## config.mk

```make
export PLATFORM = sky130hd
export DESIGN_NAME = itcm_port_arbiter
export DESIGN_NICKNAME = d
export VERILOG_FILES = /design/src/rtl/itcm_port_arbiter.sv
export SDC_FILE = /design/constraint.sdc
export NUM_CORES = 1
export LEC_CHECK = 0
export ABC_AREA = 1
export CORE_AREA = 4 4 172 174
export DETAILED_ROUTE_END_ITERATION = 6
export DIE_AREA = 0 0 176 178
export MAX_ROUTING_LAYER = met4
export PLACE_DENSITY = 0.66
export SYNTH_ARGS = -nofsm -noshare
export SYNTH_HDL_FRONTEND = slang
export SYNTH_SLANG_ARGS = --single-unit
```

## constraint.sdc

```tcl
create_clock -name clk -period 5.5 [get_ports clk]
set_input_delay 1.375 -clock clk [delete_from_list [all_inputs] [get_ports clk]]
set_output_delay 1.375 -clock clk [all_outputs]
set_load 0.005 [all_outputs]
```

## src/rtl/itcm_port_arbiter.sv

```systemverilog
// Purpose : shares one single-port ITCM RAM between fetch (A) and loader/LSU (B), round-robin, byte-masked writes via RMW.
// Latency : reads and full/zero-mask writes respond 1 cycle after accept; partial-mask writes respond 2 cycles after accept.
// Backpr. : cmd_ready goes only to the granted port and drops on both ports in the MERGE cycle; responses cannot be stalled.
//
// Ports:
//   clk, rst_n               clock, asynchronous active-low reset
//   {a,b}_cmd_*              per-port command (valid/ready, read, addr, wdata, wmask)
//   {a,b}_rsp_valid/_rdata   per-port one-cycle response pulse and read data
//   ram_addr/_wr_data/_wr_en RAM command side
//   ram_rd_data              RAM read data, one cycle after address
module itcm_port_arbiter #(
    parameter int ADDR_WIDTH = 12,
    parameter int DATA_WIDTH = 64,
    parameter int MASK_WIDTH = DATA_WIDTH / 8
) (
    input  logic                  clk,
    input  logic                  rst_n,

    input  logic                  a_cmd_valid,
    output logic                  a_cmd_ready,
    input  logic                  a_cmd_read,
    input  logic [ADDR_WIDTH-1:0] a_cmd_addr,
    input  logic [DATA_WIDTH-1:0] a_cmd_wdata,
    input  logic [MASK_WIDTH-1:0] a_cmd_wmask,
    output logic                  a_rsp_valid,
    output logic [DATA_WIDTH-1:0] a_rsp_rdata,

    input  logic                  b_cmd_valid,
    output logic                  b_cmd_ready,
    input  logic                  b_cmd_read,
    input  logic [ADDR_WIDTH-1:0] b_cmd_addr,
    input  logic [DATA_WIDTH-1:0] b_cmd_wdata,
    input  logic [MASK_WIDTH-1:0] b_cmd_wmask,
    output logic                  b_rsp_valid,
    output logic [DATA_WIDTH-1:0] b_rsp_rdata,

    output logic [ADDR_WIDTH-1:0] ram_addr,
    output logic [DATA_WIDTH-1:0] ram_wr_data,
    output logic                  ram_wr_en,
    input  logic [DATA_WIDTH-1:0] ram_rd_data
);

    typedef enum logic {
        IDLE  = 1'b0,
        MERGE = 1'b1
    } state_t;

    state_t                  state_q;
    logic                    last_grant_q;   // 1 = port B was granted last
    logic [ADDR_WIDTH-1:0]   hold_addr_q;
    logic [DATA_WIDTH-1:0]   hold_wdata_q;
    logic [MASK_WIDTH-1:0]   hold_wmask_q;
    logic                    hold_port_q;    // 1 = pending merge belongs to port B
    logic [ADDR_WIDTH-1:0]   last_addr_q;    // keeps ram_addr quiet on idle cycles
    logic                    a_rsp_valid_q;
    logic                    b_rsp_valid_q;

    logic                    idle_ok;
    logic                    merge_act;
    logic                    grant_a;
    logic                    grant_b;
    logic                    accept;
    logic                    sel_read;
    logic [ADDR_WIDTH-1:0]   sel_addr;
    logic [DATA_WIDTH-1:0]   sel_wdata;
    logic [MASK_WIDTH-1:0]   sel_wmask;
    logic                    mask_full;
    logic                    mask_zero;
    logic                    start_rmw;
    logic [DATA_WIDTH-1:0]   merged;
    logic                    a_rsp_valid_d;
    logic                    b_rsp_valid_d;

    // rst_n is folded in so nothing is granted or written while reset is held.
    assign idle_ok   = rst_n && (state_q == IDLE);
    assign merge_act = rst_n && (state_q == MERGE);

    // Tie goes to the port that was not granted last.
    assign grant_a = idle_ok & a_cmd_valid & (~b_cmd_valid | last_grant_q);
    assign grant_b = idle_ok & b_cmd_valid & ~grant_a;
    assign accept  = grant_a | grant_b;

    assign a_cmd_ready = grant_a;
    assign b_cmd_ready = grant_b;

    assign sel_read  = grant_b ? b_cmd_read  : a_cmd_read;
    assign sel_addr  = grant_b ? b_cmd_addr  : a_cmd_addr;
    assign sel_wdata = grant_b ? b_cmd_wdata : a_cmd_wdata;
    assign sel_wmask = grant_b ? b_cmd_wmask : a_cmd_wmask;

    assign mask_full = &sel_wmask;
    assign mask_zero = ~|sel_wmask;
    assign start_rmw = accept & ~sel_read & ~mask_full & ~mask_zero;

    // Old word arrives on ram_rd_data in the MERGE cycle; overlay the held bytes.
    always_comb begin
        merged = ram_rd_data;
        for (int i = 0; i < MASK_WIDTH; i++) begin
            if (hold_wmask_q[i]) begin
                merged[8*i +: 8] = hold_wdata_q[8*i +: 8];
            end
        end
    end

    always_comb begin
        ram_addr    = last_addr_q;
        ram_wr_data = sel_wdata;
        ram_wr_en   = 1'b0;
        if (merge_act) begin
            ram_addr    = hold_addr_q;
            ram_wr_data = merged;
            ram_wr_en   = 1'b1;
        end else if (accept) begin
            // A partial write issues a plain read here; mask-zero writes touch nothing.
            ram_addr  = sel_addr;
            ram_wr_en = ~sel_read & mask_full;
        end
    end

    // Partial writes answer after the MERGE cycle instead of after accept.
    assign a_rsp_valid_d = (grant_a & ~start_rmw) | (merge_act & ~hold_port_q);
    assign b_rsp_valid_d = (grant_b & ~start_rmw) | (merge_act &  hold_port_q);

    always_ff @(posedge clk or negedge rst_n) begin
        if (!rst_n) begin
            state_q       <= IDLE;
            last_grant_q  <= 1'b1;
            hold_addr_q   <= '0;
            hold_wdata_q  <= '0;
            hold_wmask_q  <= '0;
            hold_port_q   <= 1'b0;
            last_addr_q   <= '0;
            a_rsp_valid_q <= 1'b0;
            b_rsp_valid_q <= 1'b0;
        end else begin
            a_rsp_valid_q <= a_rsp_valid_d;
            b_rsp_valid_q <= b_rsp_valid_d;
            last_addr_q   <= ram_addr;
            if (accept) begin
                last_grant_q <= grant_b;
            end
            if (start_rmw) begin
                state_q      <= MERGE;
                hold_addr_q  <= sel_addr;
                hold_wdata_q <= sel_wdata;
                hold_wmask_q <= sel_wmask;
                hold_port_q  <= grant_b;
            end else begin
                state_q      <= IDLE;
            end
        end
    end

    assign a_rsp_valid = a_rsp_valid_q;
    assign b_rsp_valid = b_rsp_valid_q;
    assign a_rsp_rdata = ram_rd_data;
    assign b_rsp_rdata = ram_rd_data;

endmodule

```

-- Yosys cells after proc, flatten, opt, wreduce, memory -nomap -nowiden
Cells that the tools add are included.
- register bits after elaboration: 101
- logic and storage cells: 54
- multiplexer cells: 18
- bitwise gates (word level): 23
- reductions and logical operators: 4
- operators with widths (operator ; count):
    $mux 64 ; 2
    $mux 8 ; 9
    $mux 12 ; 3
    $and 1x1->1 ; 12
    $reduce_and 8->1 ; 1
    $reduce_or 8->1 ; 1
    $not 1->1 ; 7
    $mux 1 ; 4
    $or 1x1->1 ; 4
    $logic_and 1x1->1 ; 2

-- Depth between registers and ports, before layout
Gate-level depths: netlist (run 1).
- word-level depth: 14
- gate-level depth with buffers: 16
- mapped depth without buffers: 13

-- Least setup slack after synthesis (run 1)
No wires, ideal clock.
- path kind: input -> output
- start point: input b_cmd_valid
- end point: output ram_wr_data[62]
- path buffers: 3
- stages: 10
- required time: 4.125 ns
- arrival time: 2.583 ns
- path slack: 1.542 ns
- cells stage by stage: nand2_1 -> nand2_2 -> nand2_1 -> buf_2 -> buf_2 -> buf_1 -> nand2_1 -> nand2_1 -> nor2_1 -> a31oi_1
- word-level cells in the longest chain between the ends: 7
- elaborated cells between the ends (all ways): 8
- those cells by class: mux (2); bitwise (6)
- RTL lines (element ; RTL line ; RTL):
    start: declaration ; 28 ; input logic b_cmd_valid,
    $not 1->1 ; 79 ; assign grant_a = idle_ok & a_cmd_valid & (~b_cmd_valid | last_grant_q);
    $or 1x1->1 ; 79 ;
    $and 1x1->1 ; 79 ;
    $not 1->1 ; 80 ; assign grant_b = idle_ok & b_cmd_valid & ~grant_a;
    $and 1x1->1 * ; 80 ;
    $mux 64 * ; 88 ; assign sel_wdata = grant_b ? b_cmd_wdata : a_cmd_wdata;
    $mux 64 * ; 109 ; if (merge_act) begin
    end: declaration ; 38 ; output logic [DATA_WIDTH-1:0] ram_wr_data,
Every way passes the cells marked *; elsewhere a longest branch is shown, timed or not.

-- Worst setup path after layout (run 1)
- start point: input b_cmd_valid
- end point: output ram_wr_en
- word-level cells in the longest chain between the ends: 10
- elaborated cells between the ends (all ways): 14
- those cells by class: mux (4); bitwise (9); reduce/logical (1)
- RTL lines (element ; RTL line ; RTL):
    $not 1->1 ; 79 ;
    $or 1x1->1 ; 79 ;
    $and 1x1->1 ; 79 ;
    $not 1->1 ; 80 ;
    $and 1x1->1 ; 80 ;
    $mux 8 / $mux 1 (equally long branches) ; 89, 86 ;
    $reduce_and 8->1 / $not 1->1 (equally long branches) ; 91, 116 ;
    $and 1x1->1 ; 116 ; ram_wr_en = ~sel_read & mask_full;
    $mux 1 * ; 113 ; end else if (accept) begin
    $mux 1 * ; 109 ;
    end: declaration ; 39 ; output logic ram_wr_en,
Marked as above.

==> impl_metrics.tcl, run 1 <==
set metrics [dict create \
    grt_max_degree 89 \
    synthAdderAreaFrac_pct 0 \
    portBuffers 446 \
    syn_area_um2 7654 \
    slew_headroom_pct 23.91 \
    r2r_cells 14 \
    yosysUniqueCellTypes 21 \
    final-setup-viol-count 0 \
    tns_ps 0 \
    post_cts_resized 0 \
    finalPower_w 0.002769 \
    synth-xor-area-share_pct 0 \
    arrival_ps 3710 \
    fin_util_pct 42.39 \
    grt_pass1_wl_um 48420 \
    yosysSeqAreaShare_pct 33.04 \
    ys_warn_count 0 \
    grt_pass1_vias 8422 \
    p_per_area_nw_per_um2 235.2 \
    synthSimpleGateAreaFrac_pct 40.51 \
    grt_usage_pct 19.96 \
    cts_tree "built" \
    finalCritPeriodShare_pct 92.38 \
    worstSetupPathType "in2out" \
    area_growth_pct 53.87 \
    drt-total-wl_um 31930 \
    cts-htree-levels 3 \
    grt_overflow_total 0 \
    dieArea_um2 31330 \
    outcome "complete, no violations" \
    clk_pin_slew_ps 70 \
    hold_class "reg2reg" \
    yosysTopAreaCellShare_pct 32.70 \
    via_per_inst 4.690 \
    synth_top_family_by_area "simple AND/OR/NAND/NOR gates" \
    synthTopCellsByCount "nand2_1 (569), buf_4 (130), dfrtp_1 (100)" \
    synth.net_count 1436 \
    drc 0 \
    cts_root_buffer "clkbuf_16" \
    nNetsFinal 1701 \
    async_flop_share_pct 100.0 \
    period_needed_ps 5081 \
    vias 8663 \
    initial_core_util_pct 27.55 \
    synth_seq_cells 101 \
    synth_area_per_cell_um2 6.389 \
    p_leak_nw 5.536 \
    required_ps 4120 \
    insertion_delay_ps 360 \
    die_h_um 178 \
    yosys-mux-area-fraction_pct 0 \
    place.gp.congestion 0.8314 \
    fillers 2921 \
    max_freq_mhz 196.8 \
    grt_setup_unrepaired "false" \
    start_kind "input port" \
    cts_buffer_depth 2 \
    maxCapViolations 0 \
    post-synth-top-count-cell "nand2_1" \
    crit_path_max_fanout 13 \
    cts_num_sinks 101 \
    ios 447 \
    whs_path_depth 2 \
    setup.worst_path.end_class "output port" \
    synth_area_leader_cell "dfrtp_1" \
    holdBufCountCts 0 \
    drive_gt1_share_pct 3.338 \
    row_count 61 \
    ir_worst_vdd_v 0.0001305 \
    die_x_um 176 \
    maxSlewViolCount 0 \
    holdWs_ps 473.7 \
    cts_buffers 9 \
    ant_nets 0 \
    hp-start "hold_wdata_q[44]" \
    startpoint "b_cmd_valid" \
    worst_pin_slew_ps 1141 \
    routedWlPerCell_um 17.29 \
    synthTopCellsByArea "dfrtp_1 (33%), nand2_1 (28%), buf_4 (13%)" \
    drt_iter0_drc 578 \
    firstDrtPassIters 5 \
    antenna_found_initial 1 \
    synthCells 1198 \
    worstReg2RegStart "last_grant_q" \
    synth_compound_area_share_pct 7.782 \
    cts_setup_buffers 0 \
    synth_flop_cell "dfrtp_1" \
    fin_skew_ps 13.98 \
    hpwl_um 23330 \
    finalHoldViolations 0 \
    core_um2 27780 \
    synth_edf_count 0 \
]
## state kept, by name, summed over array words and instances (netlist names)
signal / count
b_rsp_valid: 1
hold_addr_q: 12
a_rsp_valid: 1
last_addr_q: 12
hold_wdata_q: 64
last_grant_q: 1
hold_wmask_q: 8
state_q: 1
hold_port_q: 1
## stage by stage
step | instance area [µm²] | instances | setup WS [ps]
after floorplan | 7654 | 1198 | 1542
after global placement | 11460 | 1830 | 411.7
after detailed placement | 11460 | 1830 | 401.9
after CTS | 11770 | 1846 | 384.2
after global routing | 11780 | 1847 | 227.4
final | 11780 | 1847 | 418.9
## placed cells by master, fill, tap and decap left out
cell             count
inv_6                1
nor2_1              81
inv_8                3
o21ai_0             44
nand3_4              1
nand4_1             85
nand2_1            566
clkinv_2             2
clkinv_4             2
nand2_2              3
buf_4               16
a21oi_1             15
nor2_4               1
nand3b_1             5
inv_1               21
clkbuf_16            9
buf_12               3
a31oi_1             48
nand3_1              9
bufinv_16            1
clkdlybuf4s50_1    445
inv_2                2
dfstp_2              1
diode_2              1
or2_2                1
nand2_4              3
dfrtp_1            100
## final timing paths
check,slack (ps),endpoint
max,420,ram_wr_en
max in group asynchronous,3100,hold_wdata_q[38]
min,470,hold_wdata_q[44]
max reg2reg,2590,hold_wdata_q[23]
min in group asynchronous,1100,hold_addr_q[5]
min reg2reg,470,hold_wdata_q[44]
## where the power goes
group | internal (W) | switching (W) | total, W
Clock | 0.000367 | 0.000330 | 0.000697
Combinational | 0.000535 | 0.000484 | 0.00102
Sequential | 0.000922 | 0.000132 | 0.00105
## critical path: stages
cell             delay, ps
clkdlybuf4s50_1        500
inv_1                   90
nor2_4                 140
buf_4                  190
nand3_1                 90
nand2_1                130
nand2_1                 70
nor2_1                 210
nand3_1                110
o21ai_0                230
clkdlybuf4s50_1        560
## kinds of logic after synthesis
| group | count (synthesis) |
|---|---|
| buffers and inverters | 235 |
| AOI/OAI and AO/OA | 107 |
| DFF | 101 |
| and+or+nand+nor | 755 |
## cell type report
class	count	area, µm²	area share, %
sequential	101	2529	21.47
clock inverter	7	90.09	0.7650
multi-input combinational	862	3726	31.64
inverter	25	96.34	0.8181
timing repair buffer	464	4634	39.35
antenna	1	2.502	0.02125
tap	378	473.0	4.016
clock buffer	9	225.2	1.912
## metal layers
metal | wire length, µm | vias to the layer above | track usage [%] | part of all wire, %
met1 | 13970 | 4011 | 26.25 | 44
met5 | 0 | - | - | 0
li1 | - | 4263 | - | -
met3 | 2186 | 16 | 3.879 | 6.8
met2 | 15430 | 373 | 32.60 | 48
met4 | 339 | 0 | 3.574 | 1.1
(Power assumes the default switching activity.)
==> run 2: changes to the inputs <==
--- a/config.mk
+++ b/config.mk
@@ -6,11 +6,12 @@
 export NUM_CORES = 1
 export LEC_CHECK = 0
 export ABC_AREA = 1
-export CORE_AREA = 4 4 172 174
+export CORE_AREA = 4 4 171 173
 export DETAILED_ROUTE_END_ITERATION = 6
-export DIE_AREA = 0 0 176 178
+export DIE_AREA = 0 0 175 177
+export DONT_BUFFER_PORTS = 1
 export MAX_ROUTING_LAYER = met4
-export PLACE_DENSITY = 0.66
+export PLACE_DENSITY_LB_ADDON = 0.08
 export SYNTH_ARGS = -nofsm -noshare
 export SYNTH_HDL_FRONTEND = slang
 export SYNTH_SLANG_ARGS = --single-unit
==> run 2 against run 1 <==
Compared with the run above: wire length down 13%; largest cell class is now multi-input gates; clock skew decreased by 2.6 ps; clock power down 5.5%; cell area is 38% lower; utilization down 16 points; via count fell by 22%.
==> impl_metrics.tcl, run 2 (synthesized netlist as in run 1, its figures left out) <==
set metrics [dict create \
    grt_max_degree 104 \
    cts_buffer_depth 2 \
    initial_core_util_pct 27.70 \
    place.gp.congestion 0.7183 \
    hold_class "reg2reg" \
    row_count 61 \
    fin_skew_ps 11.34 \
    p_leak_nw 3.769 \
    grt_setup_unrepaired "false" \
    cts_tree "built" \
    highest_layer "met4" \
    cts-htree-levels 3 \
    insertion_delay_ps 350 \
    ios 447 \
    critical-path-max-stage-delay_ps 480 \
    cts_buffers 9 \
    hpwl_um 18900 \
    route.met3.wl_um 1982 \
    dr_wl_met2_um 13510 \
    start_kind "input port" \
    max_freq_mhz 209.3 \
    tns_ps 0 \
    required_ps 4120 \
    maxSlewViolCount 0 \
    cts_root_buffer "clkbuf_16" \
    drt-total-wl_um 27770 \
    outcome "complete, no violations" \
    path_cells "nand2_2 > nor2_4 > nand2_4 > inv_2 > buf_4 > nand2_1 > nand2_1 > nand2_1 > a31oi_1" \
    drt_iter0_drc 374 \
    p_switching_w 0.0008071 \
    cp_slowest_cell "buf_4" \
    worst_pin_slew_ps 1094 \
    grt_overflow_total 0 \
    crit_path_max_fanout 103 \
    worstSetupPathType "in2out" \
    pre_cts_slack_ps 673.4 \
    cts_num_sinks 101 \
    p_per_area_nw_per_um2 312.6 \
    clk_pin_slew_ps 70 \
    area_growth_pct -5.215 \
    via_per_inst 4.847 \
    cts_setup_buffers 0 \
    p_seq_share_pct 46.3 \
    holdBufCountCts 0 \
    nNetsFinal 1255 \
    drive_gt1_share_pct 4.501 \
    grt_usage_pct 17.67 \
    setup_ws_ps 722.1 \
    post_cts_resized 0 \
    finalCritPeriodShare_pct 86.87 \
    internal_power_w 0.001460 \
    setup.worst_path.end_class "output port" \
    arrival_ps 3400 \
    die_x_um 175 \
    final-setup-viol-count 0 \
    fin_util_pct 26.26 \
    wl_met1_um 11900 \
    path_common_cell "nand2_1" \
    firstDrtPassIters 5 \
    switching_share_pct 35.60 \
    maxCapViolations 0 \
    slew_headroom_pct 27.08 \
    critPathTopFamily "simple AND/OR/NAND/NOR gates" \
    final_common_cell "nand2_1" \
    die_h_um 177 \
    reg_top3 "hold_wdata_q x64, hold_addr_q x12, last_addr_q x12" \
    ir_worst_vdd_v 0.0001373 \
    largest_reg_flops 64 \
    finalHoldViolations 0 \
    core_um2 27630 \
    combPwrFrac_pct 24.6 \
    grt_pass1_wl_um 41920 \
    path_buf_inv 2 \
    routedWlPerCell_um 19.82 \
    final_cell_mix "nand2_1 (566), dfrtp_1 (100), nand4_1 (85), nor2_1 (81), a31oi_1 (48)" \
    portBuffers 0 \
    grt_pass1_vias 6889 \
    ant_nets 0 \
    largest-register "hold_wdata_q" \
    clkPwrFrac_pct 29.1 \
    vias 6791 \
    period_needed_ps 4778 \
    antenna_found_initial 1 \
    drc 0 \
    dieArea_um2 30980 \
]
run 2: changes by cell type in the layout (fill, tap and decap cells not counted):
cell / delta
clkinvlp_4: +1
clkinv_4: -1
clkbuf_1: +2
inv_8: -3
buf_12: -3
clkdlybuf4s50_1: -445
clkinv_2: +1
buf_4: +2
run 2: routing by layer:
layer | vias to the layer above | GRT usage (%)
met1 | 3151 | 21.72
met5 | - | -
met4 | 0 | 3.601
met2 | 265 | 29.59
li1 | 3355 | -
met3 | 20 | 4.614
run 2: power by group through the flow:
stage | clock network, W | registers, W | logic, W
floorplan | 0 | 0.000999 | 0.000540
global placement | 0 | 0.00107 | 0.000569
detailed placement | 0 | 0.00106 | 0.000577
CTS | 0.000692 | 0.00105 | 0.000576
global route | 0.000720 | 0.00108 | 0.000657
finish | 0.000659 | 0.00105 | 0.000558
run 2: final timing paths:
check	slack [ps]	from	cells past startpoint	end
worst min register to register	470	hold_wdata_q[38]	2	hold_wdata_q[38]
worst max register to register	1790	state_q	14	hold_wmask_q[2]
worst max-delay path	720	rst_n	9	ram_addr[0]
worst min-delay path	470	hold_wdata_q[38]	2	hold_wdata_q[38]
min in group asynchronous	710	rst_n	0	hold_wdata_q[58]
max in group asynchronous	4550	rst_n	0	last_grant_q
run 2: per-stage QoR:
stage          instance area (µm²)  std cells  hold slack, ps  total power [W]
6_report                      7254       1401           473.0         0.002267
5_1_grt                       7254       1401           490.9         0.002458
4_1_cts                       7252       1400           477.0         0.002322
3_5_place_dp                  6959       1384           457.6         0.001641
3_3_place_gp                  6959       1384           455.1         0.001640
2_1_floorplan                 7654       1198           436.7         0.001539
run 2: cell type report:
type / instances / area [µm²]
clock inverters: 5 / 60.06
diodes: 1 / 2.502
well taps: 378 / 473.0
fillers: 3201 / 20370
flip-flops and latches: 101 / 2529
inverters: 25 / 96.34
clock buffers: 11 / 232.7
multi-input cells: 862 / 3726
repair buffers: 18 / 135.1
run 2: worst register-to-register path, cell delays in order (launching register included):
cell     delay, ps
dfrtp_1        390
inv_1           70
nand2_2         70
nor2_4         300
nand2_4        370
buf_4          370
nand2_1        100
nand2_1         50
nand2_1         60
nor2_1          60
nand2_4        430
nand3_4        710
buf_4          490
nand2_1         80
nand2_1         50
==> run 3: changes to the inputs <==
--- a/config.mk
+++ b/config.mk
@@ -6,12 +6,12 @@
 export NUM_CORES = 1
 export LEC_CHECK = 0
 export ABC_AREA = 1
-export CORE_AREA = 4 4 171 173
+export CORE_AREA = 4 4 172 174
 export DETAILED_ROUTE_END_ITERATION = 6
-export DIE_AREA = 0 0 175 177
-export DONT_BUFFER_PORTS = 1
+export DIE_AREA = 0 0 176 178
 export MAX_ROUTING_LAYER = met4
-export PLACE_DENSITY_LB_ADDON = 0.08
+export PLACE_DENSITY_LB_ADDON = 0.3
+export SETUP_SLACK_MARGIN = 0.15
 export SYNTH_ARGS = -nofsm -noshare
 export SYNTH_HDL_FRONTEND = slang
 export SYNTH_SLANG_ARGS = --single-unit
==> run 3 against run 2 <==
Compared with the run above: via count is 28% higher; wire length grew 11%; register-to-register slack better by 900 ps; sequential cell count unchanged; combinational power rose by 83%; worst setup slack worse by 390 ps; utilization up 16 points; largest power group unchanged; highest routed layer unchanged.
==> impl_metrics.tcl, run 3 (synthesized netlist as in run 1, its figures left out) <==
set metrics [dict create \
    route.met3.wl_um 2165 \
    maxSlewViolCount 0 \
    via_per_inst 4.711 \
    grt_usage_pct 19.13 \
    largest_reg_flops 64 \
    initial_core_util_pct 27.55 \
    row_count 61 \
    holdWs_ps 470.1 \
    drive_gt1_share_pct 3.272 \
    hold_class "reg2reg" \
    place_inst 1829 \
    highest_layer "met4" \
    hpwl_um 22810 \
    hold-path-endpoint "hold_wdata_q[35]" \
    finalHoldViolations 0 \
    portBuffers 446 \
    max_freq_mhz 193.4 \
    r2r_cells 14 \
    die_h_um 178 \
    final-setup-viol-count 0 \
    worst_pin_slew_ps 1055 \
    ir_worst_vdd_v 0.0001322 \
    p_leak_nw 5.528 \
    cts_tree "built" \
    drc 0 \
    insertedDiodeCount 0 \
    core_um2 27780 \
    drt-total-wl_um 30950 \
    setup.worst_path.end_class "output port" \
    final_cell_mix "nand2_1 (566), clkdlybuf4s50_1 (445), dfrtp_1 (100), nand4_1 (85), nor2_1 (81)" \
    p_per_area_nw_per_um2 230.0 \
    period_needed_ps 5170 \
    worstSetupPathType "in2out" \
    fin_skew_ps 10.83 \
    reg_top3 "hold_wdata_q x64, hold_addr_q x12, last_addr_q x12" \
    crit_path_max_fanout 65 \
    cts_buffers 9 \
    cts_num_sinks 101 \
    clk_pin_slew_ps 70 \
    largest-register "hold_wdata_q" \
    rrSetupSlack_ps 2690 \
    outcome "complete, no violations" \
    required_ps 4120 \
    cts_buffer_depth 2 \
    dr_wl_met2_um 15390 \
    grt_overflow_total 0 \
    r2r-end "hold_wmask_q[2]" \
    vias 8692 \
    grt_setup_unrepaired "false" \
    ant_nets 0 \
    whs_path_depth 2 \
    maxCapViolations 0 \
    place.gp.congestion 0.8172 \
    grt_pass1_vias 8388 \
    routedWlPerCell_um 16.78 \
    grt_max_degree 90 \
    post_cts_resized 0 \
    start_kind "input port" \
    nNetsFinal 1700 \
    cts-htree-levels 3 \
    area_growth_pct 53.78 \
    antenna_found_initial 0 \
    hp-start "hold_wdata_q[35]" \
    worstReg2RegStart "last_grant_q" \
    slew_headroom_pct 29.66 \
    dieArea_um2 31330 \
    wl_met1_um 13020 \
    grt_pass1_wl_um 46720 \
    arrival_ps 3800 \
    final_common_cell "nand2_1" \
    ios 447 \
    tns_ps 0 \
    insertion_delay_ps 360 \
    holdBufCountCts 0 \
    firstDrtPassIters 5 \
    finalCritPeriodShare_pct 94.00 \
    die_x_um 176 \
    cts_root_buffer "clkbuf_16" \
    cts_setup_buffers 0 \
    finalNonFillerCells 1845 \
    drt_iter0_drc 549 \
    fillers 2885 \
]
[run 3: cell types whose count changed in the layout (fill, tap and decap cells not counted), sizes merged]
| cell | before | now |
|---|---|---|
| clkdlybuf4s50 | 0 | 445 |
| inv | 24 | 26 |
| clkbuf | 11 | 10 |
| bufinv | 1 | 0 |
| clkinv | 4 | 3 |
| diode | 1 | 0 |
| clkinvlp | 1 | 2 |
[run 3: report_power, final]
part	switching, W	internal [W]
Sequential	0.000128	0.000922
Combinational	0.000479	0.000537
Clock	0.000312	0.000329
Total	0.000920	0.00179
[run 3: worst max-delay path: stages]
cell and delay, ps:
clkdlybuf4s50_1 520, inv_1 90, nor2_4 140, nand2_4 140, inv_2 100, buf_12 290, buf_4 230, nand2_1 60
nand2_1 80, nor2_1 60, a31oi_1 150, clkdlybuf4s50_1 530
[run 3: worst max-delay path by stage]
stage	from	end	depth (start not counted)
2_1_floorplan	b_cmd_valid	ram_wr_data[62]	10
6_report	b_cmd_valid	ram_wr_data[12]	12
4_1_cts	b_cmd_valid	ram_wr_data[1]	12
3_3_place_gp	b_cmd_valid	ram_wr_data[5]	12
3_5_place_dp	b_cmd_valid	ram_wr_data[1]	12
5_1_grt	b_cmd_valid	ram_wr_data[1]	12
[run 3: through the flow]
stage	utilization [%]	total power (W)	worst slack, ps	cell area, µm²
final	42.37	0.002707	329.9	11770
after global routing	42.37	0.002902	163.9	11770
after CTS	42.37	0.002752	328.4	11770
after detailed placement	41.31	0.002091	328.0	11480
after global placement	41.31	0.002074	401.6	11480
after floorplan	-	0.001539	1542	7654
[run 3: cell type report]
cell class	count	area, µm²	area share [%]
sequential	101	2529	21.48
inverter	25	96.34	0.8185
clock inverter	6	55.05	0.4677
timing repair buffer	463	4652	39.52
clock buffer	10	239.0	2.030
multi-input combinational	862	3726	31.66
tap	378	473.0	4.018
[run 3: layer usage]
layer,global-route usage [%],vias to the layer above
li1,-,4267
met1,23.75,4047
met2,32.98,351
met3,3.646,27
met4,3.509,0
met5,-,-
